## src/rtl/pwm_ctrl_pkg.sv

```systemverilog
// Shared types and default sizing for the lamp PWM fade controller.
package pwm_ctrl_pkg;

  localparam int DEF_NUM_CH = 3;
  localparam int DEF_DUTY_W = 8;
  localparam int STEP_W     = 4;

  typedef logic [DEF_DUTY_W-1:0] duty_t;
  typedef logic [1:0]            ch_idx_t;
  typedef logic [STEP_W-1:0]     step_t;

  localparam duty_t DUTY_MAX = '1;

  // A zero step would stall a ramp forever, so it is promoted to one.
  function automatic step_t fix_step(input step_t s);
    return (s == '0) ? step_t'(1) : s;
  endfunction

endpackage

```

## src/rtl/fade_channel.sv

```systemverilog
// One PWM channel: holds current/target duty and steps toward the target
// on each shared tick without overshoot.
module fade_channel
  import pwm_ctrl_pkg::*;
#(
  parameter int DUTY_W = DEF_DUTY_W
) (
  input  logic              clk,
  input  logic              rst_n,
  input  logic              load,
  input  logic [DUTY_W-1:0] load_target,
  input  logic [STEP_W-1:0] load_step,
  input  logic              tick,
  input  logic              kill,
  output logic [DUTY_W-1:0] duty,
  output logic              busy,
  output logic              done,
  output logic              active_nxt
);

  logic [DUTY_W-1:0] cur_q, cur_d;
  logic [DUTY_W-1:0] target_q, target_d;
  logic [STEP_W-1:0] step_q, step_d;
  logic              busy_q, busy_d;
  logic              done_q, done_d;

  logic [DUTY_W:0] step_ext;
  logic [DUTY_W:0] up_sum;
  logic [DUTY_W:0] down_gap;

  // Extra bit on the arithmetic so the clamp decision never sees a wrap.
  assign step_ext = {{(DUTY_W+1-STEP_W){1'b0}}, step_q};
  assign up_sum   = {1'b0, cur_q} + step_ext;
  assign down_gap = {1'b0, cur_q} - {1'b0, target_q};

  always_comb begin
    // NOTE: every signal gets a default first so no path leaves it unassigned,
    // which would otherwise infer a latch.
    cur_d    = cur_q;
    target_d = target_q;
    step_d   = step_q;
    busy_d   = busy_q;
    done_d   = 1'b0;

    if (kill) begin
      cur_d  = '0;
      busy_d = 1'b0;
    end else if (load) begin
      target_d = load_target;
      step_d   = fix_step(load_step);
      if (load_target == cur_q) done_d = 1'b1;
      else                      busy_d = 1'b1;
    end else if (busy_q && tick) begin
      if (cur_q < target_q) begin
        cur_d = (up_sum >= {1'b0, target_q}) ? target_q : up_sum[DUTY_W-1:0];
      end else begin
        cur_d = (down_gap <= step_ext) ? target_q : cur_q - step_ext[DUTY_W-1:0];
      end
      if (cur_d == target_q) begin
        busy_d = 1'b0;
        done_d = 1'b1;
      end
    end
  end

  always_ff @(posedge clk) begin
    // NOTE: state registers use non-blocking assignments so every flop
    // samples its pre-edge inputs regardless of statement order.
    if (!rst_n) begin
      cur_q    <= '0;
      target_q <= '0;
      step_q   <= '0;
      busy_q   <= 1'b0;
      done_q   <= 1'b0;
    end else begin
      cur_q    <= cur_d;
      target_q <= target_d;
      step_q   <= step_d;
      busy_q   <= busy_d;
      done_q   <= done_d;
    end
  end

  assign duty       = cur_q;
  assign busy       = busy_q;
  assign done       = done_q;
  assign active_nxt = busy_d | (cur_d != '0);

endmodule

```

## src/rtl/pwm_fade_ctrl.sv

```systemverilog
// Brightness scheduler: accepts per-channel fade commands and ramps each
// channel's PWM duty toward its target on a shared divided tick.
module pwm_fade_ctrl
  import pwm_ctrl_pkg::*;
#(
  parameter int NUM_CH   = DEF_NUM_CH,
  parameter int DUTY_W   = DEF_DUTY_W,
  parameter int TICK_DIV = 50000
) (
  input  logic                     clk,
  input  logic                     rst_n,
  input  logic                     cmd_valid,
  output logic                     cmd_ready,
  input  logic [1:0]               cmd_ch,
  input  logic [DUTY_W-1:0]        cmd_target,
  input  logic [STEP_W-1:0]        cmd_step,
  input  logic                     kill,
  output logic [NUM_CH*DUTY_W-1:0] duty_o,
  output logic [NUM_CH-1:0]        pwm_en_n,
  output logic [NUM_CH-1:0]        busy,
  output logic [NUM_CH-1:0]        done,
  output logic                     cmd_err
);

  localparam int CNT_W = $clog2(TICK_DIV);

  logic [CNT_W-1:0]  cnt_q, cnt_d;
  logic              tick;
  logic              cmd_err_q, cmd_err_d;
  logic [NUM_CH-1:0] pwm_en_n_q, pwm_en_n_d;

  logic [NUM_CH-1:0] ch_hit;
  logic [NUM_CH-1:0] load;
  logic [NUM_CH-1:0] active_nxt;
  logic              ch_ok;
  logic              busy_sel;
  logic              accept;

  assign tick  = (cnt_q == CNT_W'(TICK_DIV - 1));
  assign cnt_d = tick ? '0 : cnt_q + CNT_W'(1);

  always_comb begin
    ch_hit = '0;
    for (int i = 0; i < NUM_CH; i++) begin
      if (cmd_ch == ch_idx_t'(i)) ch_hit[i] = 1'b1;
    end
  end

  // Ready is combinational from cmd_ch so a busy channel never blocks others.
  assign ch_ok     = (int'(cmd_ch) < NUM_CH);
  assign busy_sel  = |(ch_hit & busy);
  assign cmd_ready = rst_n & ~kill & ~(ch_ok & busy_sel);
  assign accept    = cmd_valid & cmd_ready;
  assign load      = ch_hit & {NUM_CH{accept}};
  assign cmd_err_d = accept & ~ch_ok;

  // Enable is registered alongside duty so both reach the PWM core together.
  assign pwm_en_n_d = ~active_nxt;

  for (genvar g = 0; g < NUM_CH; g++) begin : g_ch
    fade_channel #(
      .DUTY_W (DUTY_W)
    ) u_ch (
      .clk         (clk),
      .rst_n       (rst_n),
      .load        (load[g]),
      .load_target (cmd_target),
      .load_step   (cmd_step),
      .tick        (tick),
      .kill        (kill),
      .duty        (duty_o[g*DUTY_W +: DUTY_W]),
      .busy        (busy[g]),
      .done        (done[g]),
      .active_nxt  (active_nxt[g])
    );
  end

  always_ff @(posedge clk) begin
    if (!rst_n) begin
      cnt_q      <= '0;
      cmd_err_q  <= 1'b0;
      pwm_en_n_q <= '1;
    end else begin
      cnt_q      <= cnt_d;
      cmd_err_q  <= cmd_err_d;
      pwm_en_n_q <= pwm_en_n_d;
    end
  end

  assign cmd_err  = cmd_err_q;
  assign pwm_en_n = pwm_en_n_q;

endmodule

```

## config.mk

```make
export PLATFORM = sky130hd
export DESIGN_NAME = pwm_fade_ctrl
export DESIGN_NICKNAME = d
export VERILOG_FILES = /design/src/rtl/pwm_ctrl_pkg.sv /design/src/rtl/fade_channel.sv /design/src/rtl/pwm_fade_ctrl.sv
export SDC_FILE = /design/constraint.sdc
export NUM_CORES = 1
export LEC_CHECK = 0
export CORE_AREA = 2 2 139 141
export CTS_CLUSTER_DIAMETER = 40
export DETAILED_ROUTE_END_ITERATION = 12
export DIE_AREA = 0 0 141 143
export PLACE_DENSITY = 0.67
export RECOVER_POWER = 100
export REMOVE_ABC_BUFFERS = 1
export SYNTH_ARGS = -nofsm -noshare
export SYNTH_HDL_FRONTEND = slang
export SYNTH_SLANG_ARGS = --single-unit
```

## constraint.sdc

```tcl
create_clock -name clk -period 6.89 [get_ports clk]
set_input_delay 1.0335 -clock clk [delete_from_list [all_inputs] [get_ports clk]]
set_output_delay 1.0335 -clock clk [all_outputs]
set_load 0.1 [all_outputs]
```

==> impl_metrics.sql <==
INSERT INTO impl_metrics (metric_group, metric, value, unit) VALUES
('status', 'outcome', 'finished with violations', ''),
('status', 'failed_checks', 'max-capacitance violations, max-slew violations', ''),
('synth', 'synth_seq_area_share', '0.208', ''),
('placement', 'gp_routability_congestion', '0.942', ''),
('global_route', 'maximum_number_of_pins_on_one_net_before_global_route_repair', '43', ''),
('synth', 'synth-async-reset-ratio', '0', ''),
('cells_and_area', 'syn_to_final_growth', '9.25', '%'),
('clock_network', 'insertion_delay', '0.35', 'ns'),
('floorplanning', 'die_x_extent', '141', 'um'),
('clock_network', 'number_of_h_tree_levels', '3', ''),
('synth', 'syn-cell-area', '8290', 'um2'),
('run', 'drv_cap', '1', ''),
('clock_network', 'post_cts_buffers', '0', ''),
('critical_path', 'max_stage_delay', '1.25', 'ns'),
('critical_path', 'worst_setup_path_start_kind', 'primary input', ''),
('global_route', 'antenna_violations_before_repair', '0', ''),
('timing', 'report.final.slew_viol_count', '1', ''),
('cells_and_area', 'fin_nets', '1174', ''),
('synth', 'synth-warning-count', '0', ''),
('timing', 'skew', '0.0137', 'ns'),
('global_route', 'grtUsageTotal', '0.238', ''),
('power', 'p_comb_frac', '0.219', ''),
('timing', 'rsz0062_at_grt', 'false', ''),
('synth', 'synth-edff-count', '0', ''),
('global_route', 'grt_first_pass_wirelength', '38400', 'um'),
('power', 'power_report.internal_total', '0.900', 'mW'),
('clock_network', 'cts.path.max_buffers', '2', ''),
('route', 'drt_iter0_drc', '731', ''),
('critical_path', 'timing.critical_path.mode_cell', 'sky130_fd_sc_hd__dlygate4sd3_1', ''),
('clock_network', 'clk_root_buffer_cell', 'sky130_fd_sc_hd__clkbuf_16', ''),
('power', 'netSwitchingPower', '0.374', 'mW'),
('timing', 'timing.max_slew.rel_slack', '-0.00196', ''),
('critical_path', 'crit_required', '5.86', 'ns'),
('floorplanning', 'io_pins', '53', ''),
('timing', 'layout_min_cycle_time', '5.57', 'ns'),
('timing', 'finalSetupViolations', '0', ''),
('synth', 'synth_seq_cells', '86', ''),
('floorplanning', 'num_rows', '50', ''),
('synth', 'synth_common_cells', '124 x sky130_fd_sc_hd__nor2_1, 86 x sky130_fd_sc_hd__dfxtp_1, 85 x sky130_fd_sc_hd__ha_1, 73 x sky130_fd_sc_hd__nand2_1, 70 x sky130_fd_sc_hd__a21oi_1', ''),
('clock_network', 'post_cts_resized', '0', ''),
('placement', 'io_buffer_count', '52', ''),
('clock_network', 'path_clk_slew', '0.06', 'ns'),
('clock_network', 'cts_made_buffers', '9', ''),
('timing', 'max_slew.worst_pin.slew', '1.49', 'ns'),
('power', 'p_leak', '3.73', 'nW'),
('clock_network', 'cts_hold_repair.buffers', '0', ''),
('power', 'pwr_density_cell', '141', 'nW/um2'),
('clock_network', 'clock-sinks', '86', ''),
('power', 'ir_drop', '0.000131', 'V'),
('route', 'drt_pre_antenna_iters', '5', ''),
('power', 'power.share.sequential', '0.399', ''),
('critical_path', 'crit_path_max_fanout', '19', ''),
('critical_path', 'critPathCaptureType', 'primary output', ''),
('floorplanning', 'floorplan.die_area', '20200', 'um2'),
('route', 'drc_errors', '0', ''),
('critical_path', 'cpMaxStageDelayCell', 'sky130_fd_sc_hd__dlygate4sd3_1', ''),
('synth', 'yosys_most_used_dff', 'sky130_fd_sc_hd__dfxtp_1', ''),
('global_route', 'overflow', '0', ''),
('timing', 'fin_crit_sh', '0.809', ''),
('cells_and_area', 'antenna-diode-count', '0', ''),
('timing', 'fmax', '0.179', 'GHz'),
('synth', 'netlist_instances', '1054', ''),
('synth', 'portion_of_synthesized_cell_area_occupied_by_the_leading_cell_type', '0.208', ''),
('placement', 'detailed_place_hpwl', '18500', 'um'),
('cells_and_area', 'final_standard_cell_utilization_of_the_core', '0.487', ''),
('synth', 'synth_most_common_cell', 'sky130_fd_sc_hd__nor2_1', ''),
('synth', 'synth_largest_area_cell', 'sky130_fd_sc_hd__dfxtp_1', ''),
('power', 'power.switching_fraction', '0.293', ''),
('synth', 'ys_top_cells_by_area', 'sky130_fd_sc_hd__dfxtp_1 21%, sky130_fd_sc_hd__ha_1 13%, sky130_fd_sc_hd__xnor2_1 6.1%', ''),
('floorplanning', 'core', '18600', 'um2'),
('critical_path', 'path_cells', 'dlygate4sd3_1 > inv_1 > nand2_1 > a311oi_1 > dlygate4sd3_1', '');
layout by cell type, fill, tap and decap left out, types with 29 or more instances in the layout:
cell type / synthesis / routed
sky130_fd_sc_hd__a21oi_1: 70 / 70
sky130_fd_sc_hd__dfxtp_1: 86 / 86
sky130_fd_sc_hd__dlygate4sd3_1: 0 / 36
sky130_fd_sc_hd__ha_1: 85 / 85
sky130_fd_sc_hd__inv_1: 69 / 69
sky130_fd_sc_hd__mux2i_1: 29 / 29
sky130_fd_sc_hd__nand2_1: 73 / 74
sky130_fd_sc_hd__nand3_1: 36 / 36
sky130_fd_sc_hd__nor2_1: 124 / 124
sky130_fd_sc_hd__o21ai_0: 37 / 39
sky130_fd_sc_hd__xnor2_1: 58 / 58
sky130_fd_sc_hd__xor2_1: 33 / 33
metal layers:
layer | wire, um | track usage | share of wire
met5 | 0 | 0 | 0
met2 | 11200 | 0.409 | 0.47
met1 | 10800 | 0.317 | 0.45
met3 | 1380 | 0.0309 | 0.058
met4 | 439 | 0.0616 | 0.018
stage by stage:
step / hold WS, ns / instances / cell area (um2) / worst slack (ns)
floorplan: 0.430 / 996 / 8000 / 0.545
global placement: 0.447 / 1285 / 8840 / 1.70
detailed placement: 0.456 / 1285 / 8840 / 1.64
CTS: 0.470 / 1300 / 9130 / 1.59
global route: 0.496 / 1300 / 9060 / 0.902
finish: 0.471 / 1300 / 9060 / 1.32
registers in the layout (all words and copies together) (netlist names):
name                count
cmd_err                 1
cnt_q                  16
g_ch.u_ch.busy          3
g_ch.u_ch.done          3
g_ch.u_ch.duty         24
g_ch.u_ch.step_q       12
g_ch.u_ch.target_q     24
pwm_en_n                3
final timing paths:
check,startpoint,end,slack [ns],cells past startpoint
worst max register to register,g_ch[0].u_ch.duty[1],pwm_en_n[0],1.40,17
worst min register to register,cnt_q[0],cnt_q[0],0.47,1
worst min-delay path,cnt_q[0],cnt_q[0],0.47,1
worst max-delay path,kill,cmd_ready,1.32,5
logic make-up after synthesis:
| group | count (synthesis) | synth area share |
|---|---|---|
| fa+ha+maj | 94 | 0.150 |
| simple gates | 360 | 0.214 |
| flops | 86 | 0.208 |
| mux | 29 | 0.0350 |
| buf+inv | 128 | 0.0664 |
| compound gates | 265 | 0.229 |
| xor+xnor | 92 | 0.0981 |
cell type report:
class	count	area, um2
fill	1856	9520
clock inverter	4	47.5
tap	234	293
multi-input combinational	840	5950
clock buffer	11	243
sequential	86	1720
inverter	70	263
timing repair buffer	55	536
critical path, delay by kind of cell:
kind / cells / cell delay [ns]
AND/OR/NAND/NOR: 1 / 0.54
AO/OA/AOI/OAI: 1 / 0.46
buffers and inverters: 3 / 2.49
power groups by stage:
| stage | clock (mW) | sequential (mW) | combinational, mW |
|---|---|---|---|
| final | 0.487 | 0.508 | 0.278 |
| after global routing | 0.513 | 0.508 | 0.303 |
| after CTS | 0.495 | 0.507 | 0.279 |
| after detailed placement | 0 | 0.519 | 0.278 |
| after global placement | 0 | 0.519 | 0.276 |
| after floorplan | 0 | 0.519 | 0.200 |
(Power assumes the default switching activity.)
